### src/rtl/mega65_kbd_scanner_if.sv
// Signal bundle between the MEGA65 keyboard scanner and its surroundings:
// the three keyboard wires, the caps-lock request and the parallel matrix result.
interface mega65_kbd_scanner_if #(
   parameter int MATRIX_BITS = 72
);
   logic                   kb_io0;
   logic                   kb_io1;
   logic                   kb_io2;
   logic                   capslock_led;
   logic [MATRIX_BITS-1:0] matrix;
   logic                   frame_done;

   modport master (
      output kb_io0,
      output kb_io1,
      output matrix,
      output frame_done,
      input  kb_io2,
      input  capslock_led
   );

   modport slave (
      input  kb_io0,
      input  kb_io1,
      input  matrix,
      input  frame_done,
      output kb_io2,
      output capslock_led
   );
endinterface

### src/rtl/mega65_kbd_scanner.sv
// Serial front end for the MEGA65 smart keyboard: drives the keyboard clock and
// sync/LED line, shifts the key matrix in and publishes it after two matching frames.
module mega65_kbd_scanner #(
   parameter int CLK_DIV     = 14,
   parameter int FRAME_BITS  = 128,
   parameter int MATRIX_BITS = 72
) (
   input  logic                    clk28mhz,
   input  logic                    reset_n,
   mega65_kbd_scanner_if.master    kbd
);
   localparam int DIV_W = (CLK_DIV > 1) ? $clog2(CLK_DIV) : 1;
   localparam int BIT_W = $clog2(FRAME_BITS);
   localparam logic [DIV_W-1:0] DIV_LAST = DIV_W'(CLK_DIV - 1);
   localparam logic [DIV_W-1:0] DIV_ONE  = DIV_W'(1);
   localparam logic [BIT_W-1:0] BIT_LAST = BIT_W'(FRAME_BITS - 1);
   localparam logic [BIT_W-1:0] BIT_ONE  = BIT_W'(1);
   localparam logic [BIT_W-1:0] BIT_ZERO = {BIT_W{1'b0}};

   typedef enum logic {
      SHIFT  = 1'b0,
      COMMIT = 1'b1
   } state_t;

   state_t                 state_r;
   state_t                 state_next_s;
   logic [DIV_W-1:0]       div_r;
   logic [DIV_W-1:0]       div_next_s;
   logic [BIT_W-1:0]       bit_r;
   logic [BIT_W-1:0]       bit_next_s;
   logic                   kb_io0_r;
   logic                   kb_io1_r;
   logic                   kb_io1_next_s;
   logic                   caps_r;
   logic                   caps_next_s;
   logic [1:0]             sync_r;
   logic [MATRIX_BITS-1:0] raw_r;
   logic [MATRIX_BITS-1:0] raw_next_s;
   logic [MATRIX_BITS-1:0] prev_raw_r;
   logic [MATRIX_BITS-1:0] prev_raw_next_s;
   logic [MATRIX_BITS-1:0] matrix_r;
   logic [MATRIX_BITS-1:0] matrix_next_s;
   logic                   frame_done_r;
   logic                   div_wrap_s;
   logic                   rise_s;
   logic                   fall_s;
   logic                   commit_s;

   // kb_io1 carries the sync marker in bit 0 and the LED request in bit 1
   function automatic logic led_line(input logic [BIT_W-1:0] idx, input logic caps);
      logic val;
      case (idx)
         BIT_ZERO: val = 1'b1;
         BIT_ONE:  val = caps;
         default:  val = 1'b0;
      endcase
      return val;
   endfunction

   // Frame state register
   always_ff @(posedge clk28mhz or negedge reset_n) begin
      if (!reset_n) begin
         state_r <= SHIFT;
      end else begin
         state_r <= state_next_s;
      end
   end

   // Next state: a single COMMIT cycle follows the falling edge that ends the frame
   always_comb begin
      state_next_s = state_r;
      commit_s     = 1'b0;
      case (state_r)
         SHIFT: begin
            if (fall_s && (bit_r == BIT_LAST)) begin
               state_next_s = COMMIT;
            end else begin
               state_next_s = SHIFT;
            end
         end
         COMMIT: begin
            commit_s     = 1'b1;
            state_next_s = SHIFT;
         end
         default: begin
            state_next_s = SHIFT;
         end
      endcase
   end

   // Clock divider, bit counter, serial output line and matrix capture
   always_comb begin
      div_wrap_s = (div_r == DIV_LAST);
      rise_s     = div_wrap_s && !kb_io0_r;
      fall_s     = div_wrap_s && kb_io0_r;

      if (div_wrap_s) begin
         div_next_s = {DIV_W{1'b0}};
      end else begin
         div_next_s = div_r + DIV_ONE;
      end

      if (fall_s) begin
         if (bit_r == BIT_LAST) begin
            bit_next_s = BIT_ZERO;
         end else begin
            bit_next_s = bit_r + BIT_ONE;
         end
         caps_next_s = kbd.capslock_led;
      end else begin
         bit_next_s  = bit_r;
         caps_next_s = caps_r;
      end
      kb_io1_next_s = led_line(bit_next_s, caps_next_s);

      // Commit clears raw first so a coincident sample still lands on top of it
      if (commit_s) begin
         raw_next_s      = {MATRIX_BITS{1'b1}};
         prev_raw_next_s = raw_r;
      end else begin
         raw_next_s      = raw_r;
         prev_raw_next_s = prev_raw_r;
      end
      for (int i = 0; i < MATRIX_BITS; i++) begin
         if (rise_s && (bit_r == BIT_W'(i))) begin
            raw_next_s[i] = sync_r[1];
         end else begin
            raw_next_s[i] = raw_next_s[i];
         end
      end

      if (commit_s && (raw_r == prev_raw_r)) begin
         matrix_next_s = raw_r;
      end else begin
         matrix_next_s = matrix_r;
      end
   end

   // Datapath registers
   always_ff @(posedge clk28mhz or negedge reset_n) begin
      if (!reset_n) begin
         div_r        <= {DIV_W{1'b0}};
         bit_r        <= BIT_ZERO;
         kb_io0_r     <= 1'b0;
         kb_io1_r     <= 1'b0;
         caps_r       <= 1'b0;
         sync_r       <= 2'b11;
         raw_r        <= {MATRIX_BITS{1'b1}};
         prev_raw_r   <= {MATRIX_BITS{1'b1}};
         matrix_r     <= {MATRIX_BITS{1'b1}};
         frame_done_r <= 1'b0;
      end else begin
         div_r        <= div_next_s;
         bit_r        <= bit_next_s;
         kb_io0_r     <= kb_io0_r ^ div_wrap_s;
         kb_io1_r     <= kb_io1_next_s;
         caps_r       <= caps_next_s;
         sync_r       <= {sync_r[0], kbd.kb_io2};
         raw_r        <= raw_next_s;
         prev_raw_r   <= prev_raw_next_s;
         matrix_r     <= matrix_next_s;
         frame_done_r <= (state_next_s == COMMIT);
      end
   end

   assign kbd.kb_io0     = kb_io0_r;
   assign kbd.kb_io1     = kb_io1_r;
   assign kbd.matrix     = matrix_r;
   assign kbd.frame_done = frame_done_r;
endmodule

### src/flat_wrapper.sv
// flat-port wrapper written by rule: the top's interface ports become plain ports
module mega65_kbd_scanner_flat 
#(
   parameter int CLK_DIV     = 14,
   parameter int FRAME_BITS  = 128,
   parameter int MATRIX_BITS = 72
)
  (clk28mhz, reset_n, kbd_kb_io0, kbd_kb_io1, kbd_matrix, kbd_frame_done, kbd_kb_io2, kbd_capslock_led);
  mega65_kbd_scanner_if #(.MATRIX_BITS(MATRIX_BITS)) kbd_i ();
  input  logic clk28mhz;
  input  logic reset_n;
  output wire logic [$bits(kbd_i.kb_io0)-1:0] kbd_kb_io0;
  output wire logic [$bits(kbd_i.kb_io1)-1:0] kbd_kb_io1;
  output wire logic [$bits(kbd_i.matrix)-1:0] kbd_matrix;
  output wire logic [$bits(kbd_i.frame_done)-1:0] kbd_frame_done;
  input wire logic [$bits(kbd_i.kb_io2)-1:0] kbd_kb_io2;
  input wire logic [$bits(kbd_i.capslock_led)-1:0] kbd_capslock_led;
  assign kbd_kb_io0 = kbd_i.kb_io0;
  assign kbd_kb_io1 = kbd_i.kb_io1;
  assign kbd_matrix = kbd_i.matrix;
  assign kbd_frame_done = kbd_i.frame_done;
  assign kbd_i.kb_io2 = kbd_kb_io2;
  assign kbd_i.capslock_led = kbd_capslock_led;
  mega65_kbd_scanner #(.CLK_DIV(CLK_DIV), .FRAME_BITS(FRAME_BITS), .MATRIX_BITS(MATRIX_BITS)) u_core (.clk28mhz(clk28mhz), .reset_n(reset_n), .kbd(kbd_i));
endmodule
### config.mk
export PLATFORM = sky130hd
export DESIGN_NAME = mega65_kbd_scanner_flat
export DESIGN_NICKNAME = d
export VERILOG_FILES = /design/src/rtl/mega65_kbd_scanner_if.sv /design/src/rtl/mega65_kbd_scanner.sv /design/src/flat_wrapper.sv
export SDC_FILE = /design/constraint.sdc
export NUM_CORES = 1
export LEC_CHECK = 0
export BUFFER_PORTS_ARGS = -buffer_cell sky130_fd_sc_hd__buf_2
export CORE_ASPECT_RATIO = 0.75
export CORE_MARGIN = 1.5
export CORE_UTILIZATION = 50
export CTS_CLUSTER_DIAMETER = 30
export DETAILED_ROUTE_END_ITERATION = 10
export PLACE_DENSITY = 0.71
export SETUP_SLACK_MARGIN = 0.1
export SYNTH_ARGS = -nofsm -noshare
export SYNTH_HDL_FRONTEND = slang
export SYNTH_SLANG_ARGS = --single-unit
### constraint.sdc
create_clock -name clk28mhz -period 2.33 [get_ports clk28mhz]
set_input_delay 0.3495 -clock clk28mhz [delete_from_list [all_inputs] [get_ports clk28mhz]]
set_output_delay 0.3495 -clock clk28mhz [all_outputs]
set_load 0.05 [all_outputs]
==> qor.yml <==
sta:
  setup_viol: 72
  whs_ns: 0.103
  fin_skew_ns: 0.0217
  setup_slack_ns: -0.188
  hold_viol: 0
  worst_pin_slew_ns: 0.988
  finalSetupTns_ns: -9.39
  slew_violations: 0
  fmax_mhz: 397
  post-route-period-util_pct: 108
  rsz0062_at_grt: "true"
  relSlewSlack_pct: 34.2
  min_period_ns: 2.52
critical_path:
  critPathMaxFanout: 5
  crit_top_cell: "nand4_1"
  endpoint_kind: "register"
  crit_chain: "xnor2_2, nand4_1, nor4_2, nand4_1, nor4_4, buf_6, buf_12, clkbuf_16, mux2_4"
  path_class: "reg -> reg"
  path_buf_inv: 3
  cp-startpoint: "u_core.prev_raw_r[40]"
  worstPathArrival_ns: 2.96
  r2r-start: "u_core.prev_raw_r[40]"
  critPathLaunchType: "register"
  slowest_delay_ns: 0.56
  cp_slowest_cell: "dfstp_2"
  cp.required_ns: 2.77
  path_delay_family: "simple AND/OR/NAND/NOR gates"
clock_network:
  htreeDepth: 2
  numCtsBuffers: 39
  cts_buffer_depth: 3
  root_buffer: "clkbuf_16"
  numClockSinks: 233
  clock_latency_ns: 0.52
  cts_tree: "built"
  clk_pin_slew_ns: 0.06
logic_synthesis:
  synth_top_area_share_pct: 54.6
  synthesis.instances: 903
  synthDistinctLibCells: 36
  synthFlopType: "dfstp_2"
  async_reset_ff_share_pct: 100
  synth_enable_flop_cells: 0
  synth_top_area_cell: "dfstp_2"
  synth_area_leaders: "dfstp_2 55%, mux2_2 15%, nor2_1 4.3%"
  synth_area_um2: 10500
  yosys_warnings: 0
  syn-num-nets: 913
  yosysSeqAreaShare_pct: 58.1
  ys_ff_latch: 233
  syn_avg_cell_area_um2: 11.6
drt:
  num_vias: 7575
  wl_per_cell_um: 19.5
  wirelength_mm: 27.0
  final_antenna_net_count: 0
  remaining_drc_errors: 0
  drt_iter0_markers: 583
  drtPass1Iterations: 5
  post_drt_via_cell_ratio: 5.48
pwr:
  leakage_nw: 5.91
  ir_worst_vdd_uv: 567
  power_per_cell_area_nw_per_um2: 727
  p_total_mw: 9.84
grt:
  grt_pass1_wl_mm: 41.0
  grt_max_degree: 83
  antenna_found_initial: 0
  grt_pass1_vias: 7413
  track_usage_pct: 24.4
  gr-total-overflow: 0
die:
  core_area_um2: 20400
  dieWidth_um: 170
  initial_core_util_pct: 51.5
  pin_count: 79
  num_rows: 45
  die_area_um2: 21900
  die_h_um: 128
final_layout:
  final_nets: 1081
  utilization_pct: 66.4
  drive_above_1_share_pct: 55.6
  layout_commonest_cell: "dfstp_2"
  fillers: 1526
  final_cell_mix: "218 x dfstp_2, 120 x nor2_1, 94 x nand2_1, 81 x buf_4, 77 x buf_2"
  n_antenna_cell: 0
  syn_to_final_growth_pct: 28.9
hold_path:
  worstHoldStart: "kbd_capslock_led"
  hold_class: "in -> reg"
outcome:
  run_status: "finished, violations left"
  violations: "negative setup slack"
place:
  routabilityCongestion: 0.863
  port_buffers: 78
  dp_hpwl_mm: 16.8
  dp_slack_ns: -0.354
job:
  drv_cap: 0
layout make-up:
type | count | area (um2) | area share, %
clock inverter | 22 | 219 | 1.62
sequential | 233 | 6110 | 45.1
tap | 282 | 353 | 2.61
inverter | 13 | 48.8 | 0.361
timing repair buffer | 173 | 1290 | 9.51
multi-input combinational | 611 | 4420 | 32.7
clock buffer | 49 | 1090 | 8.09
synth_stat cells, types with 2 or more instances:
library cell    n
dfstp_2       218
mux2_2        136
nor2_1        120
nand2_1        94
xnor2_1        43
a21oi_1        39
o21ai_0        33
clkbuf_1       29
nand3_1        29
xor2_1         26
o22ai_1        18
dfrtp_1        15
inv_1          13
nand4_1        11
buf_1           9
nor4_1          9
and2_1          8
and3_1          7
buf_6           7
nor3_1          7
ha_1            6
mux2_1          6
o31ai_1         3
a221oi_1        2
nor3b_1         2
o2bb2ai_1       2
or3_1           2
repair_timing:
item                       4_1_cts  5_1_grt
setup buffers                    2        0
hold endpoints to repair        13        0
resized for setup               28       55
pin swaps                        2        7
cloned                           2        2
hold buffers                     2        0
setup endpoints to repair       73      100
state kept, by name, indices dropped and copies added, names as in the netlist:
| signal | cells |
|---|---|
| u_core.bit_r | 7 |
| u_core.kbd.matrix | 72 |
| u_core.kbd.kb_io0 | 1 |
| u_core.caps_r | 1 |
| u_core.state_r | 1 |
| u_core.kbd.kb_io1 | 1 |
| u_core.prev_raw_r | 72 |
| u_core.sync_r | 2 |
| u_core.raw_r | 72 |
| u_core.div_r | 4 |
path summary, 6_finish.rpt:
check / to / slack [ns] / cells past startpoint
setup / recovery: u_core.kbd.matrix[13] / -0.19 / 9
hold / removal: u_core.caps_r / 0.10 / 2
setup reg to reg: u_core.kbd.matrix[13] / -0.19 / 9
hold reg to reg: u_core.sync_r[1] / 0.35 / 0
max in group asynchronous: u_core.raw_r[51] / 1.19 / 3
min in group asynchronous: u_core.div_r[2] / 0.41 / 2
stage by stage:
step	std cells	instance area, um2
2_1_floorplan	903	10500
3_3_place_gp	1304	11700
3_5_place_dp	1304	11700
4_1_cts	1381	13300
5_1_grt	1383	13500
6_report	1383	13500
worst register-to-register path: stages, from the launching register on:
cell and delay, ns:
dfstp_2 0.56, xnor2_2 0.11, nand4_1 0.16, nor4_2 0.36, nand4_1 0.19, nor4_4 0.25, buf_6 0.19, buf_12 0.14
clkbuf_16 0.17, mux2_4 0.31
cells by family after synthesis:
kind of cell	after synthesis	share of synthesized area [%]
fa+ha+maj	6	0.715
xor+xnor	69	5.76
compound gates	100	5.29
buf+inv	59	2.65
mux	142	15.2
flops	233	58.1
simple gates	294	12.2
power by group:
group | total, mW | switching, mW | internal (mW)
registers | 4.08 | 0.00406 | 4.08
clock network | 5.63 | 2.04 | 3.59
logic | 0.133 | 0.109 | 0.0243
layer usage:
layer / vias up / GRT usage [%] / part of all wire, %
met5: - / 0 / 0
met4: 0 / 7.65 / 2.3
met3: 56 / 5.48 / 6.8
met2: 272 / 37.1 / 45
met1: 3821 / 35.1 / 46
li1: 3426 / - / -
(Power assumes the default switching activity.)
